`config.mk`:
```
export PLATFORM = sky130hd
export DESIGN_NAME = raifes_jtag_master
export DESIGN_NICKNAME = d
export VERILOG_FILES = /design/src/rtl/raifes_jtag_master.sv
export SDC_FILE = /design/constraint.sdc
export NUM_CORES = 1
export LEC_CHECK = 0
export BUFFER_PORTS_ARGS = -buffer_cell sky130_fd_sc_hd__buf_2
export CAP_MARGIN = 10
export CORE_UTILIZATION = 43
export DETAILED_ROUTE_END_ITERATION = 7
export PLACE_DENSITY = 0.71
export SYNTH_ARGS = -nofsm -noshare
export SYNTH_HDL_FRONTEND = slang
export SYNTH_SLANG_ARGS = --single-unit
```
`constraint.sdc`:
```
create_clock -name clk -period 7.9 [get_ports clk]
set_input_delay 0.79 -clock clk [delete_from_list [all_inputs] [get_ports clk]]
set_output_delay 0.79 -clock clk [all_outputs]
set_load 0.1 [all_outputs]
```
`src/rtl/raifes_jtag_master.sv`:
```
// JTAG master: turns IR/DR scan and TAP-reset commands into TCK/TMS/TDI bit
// sequences with a fixed clock divider, and returns the captured TDO bits.
//
// state | meaning
// IDLE  | TAP parked in Run-Test/Idle, waiting for a command
// TLR   | six TMS bits 1,1,1,1,1,0: Test-Logic-Reset, then Run-Test/Idle
// HDR   | walk Run-Test/Idle -> Shift-IR (1,1,0,0) or Shift-DR (1,0,0)
// SHIFT | cmd_len data bits, TMS=1 on the last one (leaves via Exit1)
// TAIL  | TMS 1,0: Update then back to Run-Test/Idle
// RESP  | response held until rsp_ready
module raifes_jtag_master #(
  parameter int HALF_PERIOD = 2,
  parameter int MAX_LEN     = 41
) (
  input  logic               clk,
  input  logic               rst,
  input  logic               cmd_valid,
  output logic               cmd_ready,
  input  logic [1:0]         cmd_type,
  input  logic [5:0]         cmd_len,
  input  logic [MAX_LEN-1:0] cmd_data,
  output logic               rsp_valid,
  input  logic               rsp_ready,
  output logic [MAX_LEN-1:0] rsp_data,
  output logic               rsp_err,
  output logic               tck,
  output logic               tms,
  output logic               tdi,
  input  logic               tdo
);

  localparam int PH_W  = (2*HALF_PERIOD > 2) ? $clog2(2*HALF_PERIOD) : 1;
  localparam int BIT_W = ($clog2(MAX_LEN) > 3) ? $clog2(MAX_LEN) : 3;

  localparam logic [PH_W-1:0] PH_HIGH = PH_W'(HALF_PERIOD);
  localparam logic [PH_W-1:0] PH_LAST = PH_W'(2*HALF_PERIOD-1);

  typedef enum logic [2:0] {IDLE, TLR, HDR, SHIFT, TAIL, RESP} state_t;

  state_t             state, state_n;
  logic [PH_W-1:0]    ph, ph_n;
  logic [BIT_W-1:0]   bit_cnt, bit_n;
  logic               tlr_cmd, tlr_cmd_n;
  logic               is_ir, is_ir_n;
  logic [BIT_W-1:0]   len_last, len_last_n;
  logic [MAX_LEN-1:0] data_q, data_n;
  logic [MAX_LEN-1:0] cap, cap_n;

  logic               load;
  logic               cmd_bad;
  logic               last_bit;
  logic               running_n;

  logic               tck_n, tms_n, tdi_n, cmd_ready_n;
  logic               rsp_valid_n, rsp_err_n;
  logic [MAX_LEN-1:0] rsp_data_n;

  assign cmd_bad = (cmd_type == 2'd3) || (cmd_len == 6'd0) ||
                   ({26'd0, cmd_len} > 32'(MAX_LEN));

  always_comb begin
    case (state)
      TLR:     last_bit = (bit_cnt == BIT_W'(5));
      HDR:     last_bit = (bit_cnt == (is_ir ? BIT_W'(3) : BIT_W'(2)));
      SHIFT:   last_bit = (bit_cnt == len_last);
      TAIL:    last_bit = (bit_cnt == BIT_W'(1));
      default: last_bit = 1'b0;
    endcase
  end

  // Sequencer: state, divider phase, bit index and response registers.
  always_comb begin
    state_n     = state;
    ph_n        = ph;
    bit_n       = bit_cnt;
    tlr_cmd_n   = tlr_cmd;
    load        = 1'b0;
    cap_n       = cap;
    rsp_valid_n = rsp_valid;
    rsp_err_n   = rsp_err;
    rsp_data_n  = rsp_data;
    case (state)
      IDLE: begin
        if (cmd_valid && cmd_ready) begin
          ph_n  = '0;
          bit_n = '0;
          if (cmd_bad) begin
            state_n     = RESP;
            rsp_valid_n = 1'b1;
            rsp_err_n   = 1'b1;
            rsp_data_n  = '0;
          end else if (cmd_type == 2'd0) begin
            state_n   = TLR;
            tlr_cmd_n = 1'b1;
          end else begin
            state_n = HDR;
            load    = 1'b1;
            cap_n   = '0;
          end
        end
      end
      TLR, HDR, SHIFT, TAIL: begin
        if (state == SHIFT && ph == PH_HIGH)
          cap_n = cap | (MAX_LEN'(tdo) << bit_cnt);
        if (ph == PH_LAST) begin
          ph_n = '0;
          if (last_bit) begin
            bit_n = '0;
            case (state)
              TLR: begin
                tlr_cmd_n = 1'b0;
                if (tlr_cmd) begin
                  state_n     = RESP;
                  rsp_valid_n = 1'b1;
                  rsp_err_n   = 1'b0;
                  rsp_data_n  = '0;
                end else begin
                  state_n = IDLE;
                end
              end
              HDR:   state_n = SHIFT;
              SHIFT: state_n = TAIL;
              default: begin
                state_n     = RESP;
                rsp_valid_n = 1'b1;
                rsp_err_n   = 1'b0;
                rsp_data_n  = cap;
              end
            endcase
          end else begin
            bit_n = bit_cnt + 1'b1;
          end
        end else begin
          ph_n = ph + 1'b1;
        end
      end
      RESP: begin
        if (rsp_ready) begin
          state_n     = IDLE;
          rsp_valid_n = 1'b0;
          rsp_err_n   = 1'b0;
          rsp_data_n  = '0;
        end
      end
      default: state_n = TLR;
    endcase
  end

  // Pin values are derived from the next bit position so that tck/tms/tdi
  // can be registered; tms/tdi are constant within a bit by construction.
  always_comb begin
    is_ir_n    = load ? (cmd_type == 2'd1) : is_ir;
    len_last_n = load ? BIT_W'(cmd_len - 6'd1) : len_last;
    data_n     = load ? cmd_data : data_q;
    running_n  = (state_n == TLR) || (state_n == HDR) ||
                 (state_n == SHIFT) || (state_n == TAIL);
    tck_n       = running_n && (ph_n >= PH_HIGH);
    tms_n       = 1'b0;
    tdi_n       = 1'b0;
    cmd_ready_n = (state_n == IDLE);
    case (state_n)
      TLR:   tms_n = (bit_n != BIT_W'(5));
      HDR:   tms_n = (bit_n < (is_ir_n ? BIT_W'(2) : BIT_W'(1)));
      SHIFT: begin
        tms_n = (bit_n == len_last_n);
        tdi_n = |(data_n & (MAX_LEN'(1) << bit_n));
      end
      TAIL:  tms_n = (bit_n == BIT_W'(0));
      default: ;
    endcase
  end

  always_ff @(posedge clk) begin
    if (rst) begin
      state     <= TLR;
      ph        <= '0;
      bit_cnt   <= '0;
      tlr_cmd   <= 1'b0;
      is_ir     <= 1'b0;
      len_last  <= '0;
      data_q    <= '0;
      cap       <= '0;
      tck       <= 1'b0;
      tms       <= 1'b1;
      tdi       <= 1'b0;
      cmd_ready <= 1'b0;
      rsp_valid <= 1'b0;
      rsp_err   <= 1'b0;
      rsp_data  <= '0;
    end else begin
      state     <= state_n;
      ph        <= ph_n;
      bit_cnt   <= bit_n;
      tlr_cmd   <= tlr_cmd_n;
      is_ir     <= is_ir_n;
      len_last  <= len_last_n;
      data_q    <= data_n;
      cap       <= cap_n;
      tck       <= tck_n;
      tms       <= tms_n;
      tdi       <= tdi_n;
      cmd_ready <= cmd_ready_n;
      rsp_valid <= rsp_valid_n;
      rsp_err   <= rsp_err_n;
      rsp_data  <= rsp_data_n;
    end
  end

endmodule

```
Word-level counts from Yosys, hierarchy flattened

Cells that the tools add are included.

Register bits: 148
Input bits: 54
Output and inout bits: 47
Logic and storage cells: 139

Add/subtract/negate cells: 3
Order comparisons: 3
Equality and inequality tests: 31
Shifts and indexed selects: 2
Muxes and demuxes: 60
Bitwise logic cells: 3
Reduce and logical (&&, ||, !) cells: 22

Operator list:

| kind                 | count |
|---|---|
| $mux 41              | 11 |
| $pmux 41 s2          | 2 |
| $pmux 41 s3          | 1 |
| $and 41x41->41       | 1 |
| $or 41x41->41        | 1 |
| $reduce_or 41->1     | 1 |
| $shl 1x6->41         | 1 |
| $shl 1x6->41 const A | 1 |
| $mux 6               | 4 |
| $ne 2x2->1 const B   | 11 |
| $mux 1               | 21 |
| $mux 3               | 6 |
| $pmux 3 s3           | 2 |
| $eq 3x2->1 const B   | 4 |
| $eq 6x6->1           | 2 |
| $logic_not 6->1      | 2 |
| $pmux 6 s2           | 1 |
| $eq 3x3->1 const B   | 3 |
| $mux 2               | 4 |
| $pmux 1 s4           | 2 |
| $reduce_and 8->1     | 1 |
| $reduce_and 7->1     | 1 |
| $add 6x1->6 const B  | 1 |
| $eq 2x2->1 const B   | 3 |
| other kinds (25)     | 37 |

Depth between registers and ports, before layout

Gate-level depths: netlist of run 1.

Depth after elaboration: 11
Mapped depth: 15
Gate-level depth less buffers: 12

Worst setup path before layout of run 1

Ideal clock, no wire load.

Path type: register to register
From: reg cmd_ready
To: reg tdi
Library setup time: 132 ps
Arrival: 2,940 ps
Required time: 7,768 ps
Slack: 4,828 ps
Stages on the path, launching flop included: 11
Buffers on the path: 2
Clock period less this slack: 3,072 ps
Cell sequence: dfxtp_1 -> nand2_1 -> nor4_4 -> nand2_2 -> buf_6 -> buf_6 -> mux2i_1 -> nor3_1 -> or4_1 -> nor2_1 -> nor4_2

Cells in the longest elaborated chain, start to end: 6
Elaborated cells on any way between the ends: 14
Those cells by class: eq/ne: 1; shift: 1; mux: 7; bitwise: 2; reduce/logical: 3

RTL lines:

| what                                                       | RTL line | source |
|---|---|---|
| start: declaration                                         | 18       | `output logic cmd_ready,` |
| start signal: assignment                                   | 202      | `cmd_ready <= cmd_ready_n;` |
| $logic_and 1x1->1 (*)                                      | 84       | `if (cmd_valid && cmd_ready) begin` |
| $mux 6, or another cell as far along                       | 84       |  |
| $pmux 6 s2, or another cell as far along                   | 82       | `case (state)` |
| $shl 1x6->41, or another cell as far along                 | 166      | `tdi_n = \|(data_n & (MAX_LEN'(1) << bit_n));` |
| $and 41x41->41 / $not 1->1 (equally long branches)         | -        |  |
| $reduce_or 41->1 / $reduce_or 2->1 (equally long branches) | -        |  |
| end signal: assignment                                     | 201      | `tdi <= tdi_n;` |
| end: declaration                                           | 28       | `output logic tdi,` |

Mark *: on every way between the ends. The rest lies on a longest branch, timed or not.
A chain may end at the register's enable or synchronous reset.

Worst setup path after layout of run 1

From: reg state[1]
To: reg tdi

Cells in the longest elaborated chain, start to end: 8
Elaborated cells on any way between the ends: 25
Those cells by class: eq/ne: 6; shift: 1; mux: 12; bitwise: 2; reduce/logical: 4

RTL lines:

| what                                                       | RTL line | source |
|---|---|---|
| start: declaration                                         | 40       | `state_t state, state_n;` |
| start signal: assignment                                   | 191      | `state <= state_n;` |
| $eq 3x3->1, or another cell as far along                   | 62, 82   |  |
| $pmux 1 s4 / $pmux 3 s3 (equally long branches)            | 62, 109  |  |
| $mux 6 / $mux 3 (equally long branches)                    | 107      | `if (last_bit) begin` |
| $mux 6 / $mux 3 (equally long branches)                    | 105      | `if (ph == PH_LAST) begin` |
| $pmux 6 s2 / $pmux 3 s3 (equally long branches)            | 82       |  |
| $shl 1x6->41 / $eq 3x2->1 (equally long branches)          | 166, 161 |  |
| $and 41x41->41 / $not 1->1 (equally long branches)         | -        |  |
| $reduce_or 41->1 / $reduce_or 2->1 (equally long branches) | -        |  |

Parallel ways exist; a longest one is shown, timed or not.

==> flow_metrics.env, run 1 <==
export IMPL_status="finished clean"
export IMPL_synth_seq_area_share_pct=44.8
export IMPL_cts_root_buf="clkbuf_16"
export IMPL_grt_max_degree=107
export IMPL_crit_type="flip-flop to flip-flop"
export IMPL_syn_to_final_growth_pct=16.7
export IMPL_path_clk_slew_ns=0.06
export IMPL_drtAntennaViolNets=0
export IMPL_p_per_area_nw_per_um2=211
export IMPL_final_hold_viol_count=0
export IMPL_hpwl_um=10500
export IMPL_drive_gt1_share_pct=17.3
export IMPL_worstMarginPinSlew_ns=1.11
export IMPL_cts_buffers_inserted=17
export IMPL_yosys_area_top_type_share_pct=44.8
export IMPL_synth_edf_count=0
export IMPL_syn_nets=855
export IMPL_max_cap_viol_count=0
export IMPL_synth_area_leaders="dfxtp_1, a21oi_1, nor2_1"
export IMPL_clock_sinks=148
export IMPL_syn_area_per_cell_um2=8.33
export IMPL_layout_nets=924
export IMPL_drtIter0Drc=442
export IMPL_die_w_um=126
export IMPL_worstSetupStartpointType="flip-flop"
export IMPL_synth_cell_types=74
export IMPL_clock_skew_final_ns=0.0228
export IMPL_diodes=0
export IMPL_die_y_um=126
export IMPL_maxSlewViolCount=0
export IMPL_min_from="rsp_data[36]"
export IMPL_setup_viol=0
export IMPL_num_rows=44
export IMPL_synthFlopType="dfxtp_1"
export IMPL_die_area_um2=15900
export IMPL_grt_total_usage_pct=20.7
export IMPL_r2r_end="tdi"
export IMPL_period_minus_slack_ns=3.77
export IMPL_place_inst=1028
export IMPL_cts_tree="yes"
export IMPL_crit_arrival_ns=4.07
export IMPL_num_fill_cells=1410
export IMPL_routabilityCongestion=0.836
export IMPL_ir_drop_mv=0.126
export IMPL_htreeDepth=4
export IMPL_holdPathStages=2
export IMPL_period_share_pct=47.7
export IMPL_cp_data_required_time_ns=8.20
export IMPL_reg2reg_from="state[1]"
export IMPL_core_area_um2=14800
export IMPL_synth_cells=794
export IMPL_ys_warn_count=0
export IMPL_cp_max_fo=18
export IMPL_drc_errors=0
export IMPL_wirelength_um=15800
export IMPL_p_leak_nw=3.23
export IMPL_drt_wirelength_per_cell_um=15.0
export IMPL_via_count=5726
export IMPL_hold_path_end="rsp_data[36]"
export IMPL_tns_ns=0
export IMPL_numPortBuffers=100
export IMPL_rsz0062_at_grt="false"
export IMPL_reg2reg_depth=10
export IMPL_grt_pass1_vias=5403
export IMPL_grt_first_pass_wirelength_um=26500
export IMPL_pin_count=101
export IMPL_async_flop_share_pct=0
export IMPL_avgViaCountPerCell=5.41
export IMPL_cts_resized_gates=0
export IMPL_grt_overflow=0
export IMPL_min_path_type="flip-flop to flip-flop"
export IMPL_end_kind="flip-flop"
export IMPL_cts_hold_buffers=0
export IMPL_syn_area_um2=6610
export IMPL_cts_buffer_depth=2
export IMPL_fmax_ghz=0.265
export IMPL_drt_pass1_iter_count=4
export IMPL_start_util_pct=44.8
export IMPL_antenna_found_initial=0
export IMPL_max_slew_margin_pct=26.2
export IMPL_clock_latency_ns=0.43
export IMPL_yosysTopAreaCell="dfxtp_1"
export IMPL_cts_setup_buffers=0
export IMPL_reg2reg_slack_ns=4.13
export IMPL_final_cells=1058
export IMPL_ys_ff_latch=148
stage by stage:
| stage | setup WS, ns | power [mW] | cell area (um^2) | hold slack, ns | util [%] |
|---|---|---|---|---|---|
| after floorplan | 4.83 | 0.810 | 6610 | 0.431 | - |
| after global placement | 4.18 | 0.836 | 7130 | 0.436 | 48.3 |
| after detailed placement | 4.15 | 0.837 | 7130 | 0.440 | 48.3 |
| after CTS | 4.18 | 1.64 | 7720 | 0.448 | 52.3 |
| after global routing | 3.74 | 1.68 | 7720 | 0.466 | 52.3 |
| final | 4.13 | 1.63 | 7720 | 0.448 | 52.3 |
per-layer routing:
metal	vias up	global-route usage (%)	wire length, um
li1	2913	-	-
met1	2657	27.9	7750
met5	-	0	0
met3	25	4.84	651
met2	131	31.8	7140
met4	0	8.93	303
final cells by class:
cell class | count | area [um^2] | area share [%]
timing repair buffer | 108 | 561 | 7.26
sequential | 148 | 2960 | 38.4
inverter | 11 | 41.3 | 0.535
clock buffer | 22 | 464 | 6.01
multi-input combinational | 577 | 3330 | 43.2
tap | 184 | 230 | 2.98
clock inverter | 8 | 128 | 1.65
placed cells by master, fill, tap and decap left out, types with 3 or more instances in the layout:
cell type and n:
bufinv_16 3, a211oi_1 3, o21ai_0 9, dfxtp_1 148
mux2i_1 37, nor2b_1 11, buf_2 100, ha_1 7
xnor2_1 15, nor4_1 5, clkbuf_1 3, or3_1 4
and3_1 8, o211ai_1 4, nand3_1 49, a41oi_1 3
a311oi_1 3, o22ai_1 3, buf_4 8, nand4b_1 4
a21o_1 3, clkbuf_16 17, nor3b_1 5, nor2_1 122
nor3_1 15, xor2_1 4, nand2b_1 5, o21ai_1 5
a31oi_1 6, a21oi_1 106, nand2_1 84, inv_1 11
flip-flops by register name, summed over array words and instances (netlist names), named ones only:
register / count
cap: 41
data_q: 41
rsp_data: 41
bit_cnt: 6
len_last: 6
state: 3
cmd_ready: 1
is_ir: 1
ph: 1
rsp_err: 1
rsp_valid: 1
tck: 1
tdi: 1
tlr_cmd: 1
tms: 1
synth_stat cells (3+ instances only):
master,instances
o211ai_1,4
o21ai_0,9
a41oi_1,3
buf_4,4
nand3_1,49
a311oi_1,3
or3_1,4
xor2_1,4
a211oi_1,3
o21ai_1,6
xnor2_1,15
clkbuf_1,39
nand4b_1,4
ha_1,7
o22ai_1,3
nor3b_1,5
inv_1,11
nor4_1,5
dfxtp_1,148
a21o_1,3
nor2b_1,11
a21oi_1,106
a31oi_1,6
mux2i_1,37
buf_2,10
nand2b_1,5
nand2_1,84
nor3_1,15
buf_6,5
nor2_1,122
and3_1,8
worst max path at each step:
stage | start | to | slack [ns] | cells after the start
after floorplan | cmd_ready | tdi | 4.83 | 10
after global placement | cmd_len[3] | tdi | 4.18 | 12
after detailed placement | cmd_len[3] | tdi | 4.15 | 12
after CTS | state[0] | tdi | 4.18 | 10
after global routing | state[0] | tdi | 3.74 | 10
final | state[1] | tdi | 4.13 | 10
cells by family (layout without fill, tap and decap cells):
group,Yosys count,in the layout,share of synthesized area [%]
buf+inv,69,149,4.90
mux,38,38,5.77
xor+xnor,19,19,2.52
compound gates,175,175,16.3
flops,148,148,44.8
simple gates,338,338,24.4
fa+ha+maj,7,7,1.32
power breakdown:
part	internal [mW]	total, mW	leakage [nW]	switching [mW]
Clock	0.510	0.810	0.282	0.300
Combinational	0.0226	0.0686	1.76	0.0460
Sequential	0.749	0.752	1.19	0.00320
critical path: stages (launching register included):
cell	delay (ns)
dfxtp_1	0.71
nand2b_1	0.24
or3_1	0.42
and4_1	0.24
a31oi_1	0.42
a211oi_1	0.14
nor2_1	0.61
a2111oi_0	0.15
or4_1	0.54
nor2_1	0.14
nor4_2	0.05
No activity file was read; power rests on OpenSTA's default activity.
==> run 2, diff against run 1 <==
Settings changed: PLACE_DENSITY 0.71 to 0.74.
Clock period 7.9 ns to 3.45 ns, I/O delays scaled along.
==> run 2 against run 1 <==
  * Clock-buffer cell count decreased by 3
  * Hold slack got worse by 0.29 ns
  * First-iteration DRC count increased by 4.5%
  * Via count increased by 3.1%
==> flow_metrics.env, run 2 (synthesis gave the netlist of run 1 again) <==
export IMPL_grt_pass1_vias=5602
export IMPL_syn_to_final_growth_pct=19.8
export IMPL_diodes=0
export IMPL_crit_arrival_ns=3.53
export IMPL_drt_pass1_iter_count=5
export IMPL_cts_buffer_depth=2
export IMPL_end_kind="flip-flop"
export IMPL_p_per_area_nw_per_um2=483
export IMPL_routabilityCongestion=0.879
export IMPL_setup_viol=0
export IMPL_final_hold_viol_count=0
export IMPL_worstMarginPinSlew_ns=0.708
export IMPL_rsz0062_at_grt="false"
export IMPL_maxSlewViolCount=0
export IMPL_drive_gt1_share_pct=19.6
export IMPL_num_rows=44
export IMPL_final_core_util_pct=53.7
export IMPL_die_area_um2=15900
export IMPL_status="finished clean"
export IMPL_cts_buffers_inserted=17
export IMPL_avgViaCountPerCell=5.46
export IMPL_grt_total_usage_pct=21.7
export IMPL_pin_count=101
export IMPL_start_util_pct=44.8
export IMPL_cp_data_required_time_ns=3.74
export IMPL_p_leak_nw=3.36
export IMPL_period_minus_slack_ns=3.24
export IMPL_grt_max_degree=46
export IMPL_fmax_ghz=0.309
export IMPL_die_w_um=126
export IMPL_cts_tree="yes"
export IMPL_cp_max_fo=10
export IMPL_core_area_um2=14800
export IMPL_tns_ns=0
export IMPL_layout_common_cells="dfxtp_1, nor2_1, a21oi_1"
export IMPL_drtAntennaViolNets=0
export IMPL_via_count=5901
export IMPL_max_cap_viol_count=0
export IMPL_drc_errors=0
export IMPL_path_clk_slew_ns=0.06
export IMPL_layout_nets=944
export IMPL_wirelength_um=16400
export IMPL_reg_top3="cap: 41 flops, data_q: 41 flops, rsp_data: 41 flops"
export IMPL_antenna_found_initial=0
export IMPL_final_common_cell="dfxtp_1"
export IMPL_clock_skew_final_ns=0.0156
export IMPL_worstSetupStartpointType="flip-flop"
export IMPL_grt_first_pass_wirelength_um=27600
export IMPL_numPortBuffers=100
export IMPL_die_y_um=126
export IMPL_htreeDepth=4
export IMPL_period_share_pct=93.8
export IMPL_clock_sinks=148
export IMPL_ir_drop_mv=0.305
export IMPL_drtIter0Drc=462
export IMPL_cts_root_buf="clkbuf_16"
export IMPL_hpwl_um=11400
export IMPL_crit_type="flip-flop to flip-flop"
export IMPL_drt_wirelength_per_cell_um=15.2
export IMPL_max_slew_margin_pct=52.6
export IMPL_min_path_type="input pin to flip-flop"
export IMPL_clock_latency_ns=0.43
export IMPL_grt_overflow=0
==> run 2: cell types whose count changed in the layout (fill, tap and decap cells not counted), moves of 2 or more <==
cell      delta
clkinv_2     +3
buf_12       +2
clkbuf_1     -2
buf_4       +18
==> run 2: metal layers <==
layer | track usage [%] | wire length (um) | vias up | part of all wire [%]
li1 | - | - | 2946 | -
met1 | 28.2 | 7680 | 2751 | 47
met2 | 34.9 | 7630 | 182 | 46
met3 | 5.01 | 832 | 22 | 5.1
met4 | 8.58 | 279 | 0 | 1.7
met5 | 0 | 0 | - | 0
==> run 2: cell type report <==
type                    count  area (um^2)
multi-input cells         577         3330
inverters                  11         41.3
clock buffers              19          443
fillers                  1378         6830
repair buffers            128          736
well taps                 184          230
clock inverters            13          181
flip-flops and latches    148         2960
==> run 2: final timing paths <==
path	startpoint	to	slack, ns	cells after the start
hold reg to reg	rsp_data[37]	rsp_data[37]	0.44	2
hold / removal	cmd_data[15]	data_q[15]	0.16	3
setup reg to reg	state[2]	tdi	0.21	11
setup / recovery	state[2]	tdi	0.21	11
==> run 2: critical path, cell delays in order, from the launching register on <==
cell	delay (ns)
dfxtp_1	0.37
nand2b_1	0.24
or3_1	0.39
nand4_1	0.20
nor3_4	0.08
buf_4	0.16
o41ai_4	0.71
or4b_1	0.21
nand2_1	0.05
or4_1	0.47
nor2_1	0.16
nor4_2	0.05
==> run 2: through the flow <==
step           power (mW)  setup WS (ns)  hold WS, ns  instances  area (um^2)
2_1_floorplan        1.86          0.378        0.431        794         6610
3_3_place_gp         1.92          0.361        0.435       1046         7290
3_5_place_dp         1.92          0.170        0.440       1046         7290
4_1_cts              3.85          0.161        0.146       1078         7910
5_1_grt              3.96         0.0477        0.167       1080         7930
6_report             3.82          0.215        0.161       1080         7930
==> run 2: timing repair <==
action,in CTS,in global routing
setup endpoints to repair,0,1
resized for setup,0,1
hold buffers,0,0
buffers inserted,0,2
==> run 2: report_power, final <==
group,switching [mW],internal [mW],leakage [nW]
clock network,0.713,1.23,0.303
registers,0.00708,1.72,1.19
logic,0.106,0.0563,1.86
==> run 3, diff against run 2 <==
Settings changed: SETUP_SLACK_MARGIN set to 0.4.
==> run 3 against run 2 <==
  * Maximum frequency rose by 9.1%
  * Flip-flop and latch count unchanged
  * Worst setup slack better by 0.27 ns
  * Sequential power about the same
  * Combinational power is 8% higher
  * Clock skew fell by 0.0078 ns
  * Power rose by 1.9%
  * Register-to-register slack better by 0.27 ns
  * First-iteration DRC count is 13% lower
  * Critical endpoint unchanged
  * Largest cell class unchanged
  * Highest routed layer unchanged
==> flow_metrics.env, run 3 (synthesis gave the netlist of run 1 again) <==
export IMPL_cts_buffers_inserted=17
export IMPL_clock_latency_ns=0.43
export IMPL_diodes=0
export IMPL_grt_pass1_vias=5587
export IMPL_period_minus_slack_ns=2.96
export IMPL_cts_tree="yes"
export IMPL_core_area_um2=14800
export IMPL_reg2reg_from="state[0]"
export IMPL_fin_hold_ws_ns=0.153
export IMPL_hpwl_um=11300
export IMPL_end_kind="flip-flop"
export IMPL_max_slew_margin_pct=48.1
export IMPL_drc_errors=0
export IMPL_grt_first_pass_wirelength_um=27700
export IMPL_slowest_delay_ns=0.58
export IMPL_final_core_util_pct=54.4
export IMPL_final_hold_viol_count=0
export IMPL_drtAntennaViolNets=0
export IMPL_drt_wirelength_per_cell_um=15.4
export IMPL_die_w_um=126
export IMPL_period_share_pct=85.9
export IMPL_drt_pass1_iter_count=7
export IMPL_grt_total_usage_pct=21.7
export IMPL_clock_skew_final_ns=0.00779
export IMPL_postPlaceCellArea_um2=7270
export IMPL_min_from="cmd_data[11]"
export IMPL_tns_ns=0
export IMPL_cp_startpoint="state[0]"
export IMPL_cpMostUsedCell="o211ai_1"
export IMPL_layout_nets=948
export IMPL_grt_max_degree=45
export IMPL_p_per_area_nw_per_um2=486
export IMPL_max_cap_viol_count=0
export IMPL_maxSlewViolCount=0
export IMPL_worstSetupStartpointType="flip-flop"
export IMPL_status="finished clean"
export IMPL_via_count=5934
export IMPL_drive_gt1_share_pct=20.9
export IMPL_reg_top3="cap: 41 flops, data_q: 41 flops, rsp_data: 41 flops"
export IMPL_cts_root_buf="clkbuf_16"
export IMPL_pin_count=101
export IMPL_cp_max_fo=9
export IMPL_num_rows=44
export IMPL_crit_chain="mux2i_2 -> a21oi_1 -> and4b_1 -> a31oi_1 -> o211ai_1 -> or4bb_1 -> o211ai_1 -> or4_1 -> nor2_1 -> nor4_2"
export IMPL_p_leak_nw=3.39
export IMPL_die_area_um2=15900
export IMPL_cp_data_required_time_ns=3.75
export IMPL_htreeDepth=4
export IMPL_path_clk_slew_ns=0.06
export IMPL_ir_drop_mv=0.303
export IMPL_avgViaCountPerCell=5.47
export IMPL_worstMarginPinSlew_ns=0.778
export IMPL_setup_viol=0
export IMPL_clock_sinks=148
export IMPL_start_util_pct=44.8
export IMPL_antenna_found_initial=0
export IMPL_crit_arrival_ns=3.27
export IMPL_grt_overflow=0
export IMPL_final_common_cell="dfxtp_1"
export IMPL_drtIter0Drc=404
export IMPL_layout_common_cells="dfxtp_1, nor2_1, a21oi_1"
export IMPL_min_path_type="input pin to flip-flop"
export IMPL_numPortBuffers=100
export IMPL_routabilityCongestion=0.854
export IMPL_wirelength_um=16600
export IMPL_fin_area_um2=8030
export IMPL_die_y_um=126
export IMPL_syn_to_final_growth_pct=21.3
export IMPL_cts_buffer_depth=2
export IMPL_cp_slowest_cell="o211ai_1"
export IMPL_crit_type="flip-flop to flip-flop"
export IMPL_rsz0062_at_grt="true"
export IMPL_fmax_ghz=0.337
export IMPL_num_fill_cells=1376
-- run 3: timing repair --
action | 4_1_cts | 5_1_grt
pin swaps | 2 | 2
hold buffers | 0 | 0
endpoints found under the hold margin | 0 | 0
buffers inserted | 5 | 1
gates resized for setup | 3 | 9
endpoints found under the setup margin | 35 | 39
-- run 3: where the power goes --
group | switching (mW) | internal, mW | total [mW]
sequential | 0.00722 | 1.71 | 1.72
combinational | 0.110 | 0.0644 | 0.175
clock | 0.744 | 1.26 | 2.00
-- run 3: final timing paths --
| path | to | slack [ns] | cells after the start |
|---|---|---|---|
| max reg2reg | tdi | 0.49 | 10 |
| min reg2reg | rsp_data[33] | 0.44 | 2 |
| max | tdi | 0.49 | 10 |
| min | data_q[11] | 0.15 | 3 |
-- run 3: layout make-up --
class	instances	area, um^2	area share, %
inverters	11	41.3	0.514
repair buffers	132	753	9.39
clock inverters	13	193	2.40
well taps	184	230	2.87
clock buffers	19	453	5.64
multi-input cells	577	3380	42.2
flip-flops and latches	148	2970	37.0
-- run 3: through the flow --
stage          total power [mW]  instances  setup slack [ns]
4_1_cts                    3.93       1083             0.403
3_5_place_dp               1.92       1046             0.191
2_1_floorplan              1.86        794             0.760
6_report                   3.90       1084             0.486
5_1_grt                    4.04       1084             0.298
3_3_place_gp               1.92       1046             0.241
-- run 3: critical path: cells and delay by family, from the launching register on --
family / cells / cell delay, ns
AND/OR/NAND/NOR: 5 / 1.19
AO/OA/AOI/OAI: 4 / 0.93
flip-flops: 1 / 0.44
multiplexers: 1 / 0.29
-- run 3: per-layer routing --
layer | share of wire [%] | global-route usage [%] | vias up
met3 | 5.0 | 4.84 | 30
met5 | 0 | 0 | -
li1 | - | - | 2962
met2 | 46 | 34.0 | 148
met1 | 47 | 29.1 | 2794
met4 | 2.0 | 8.50 | 0
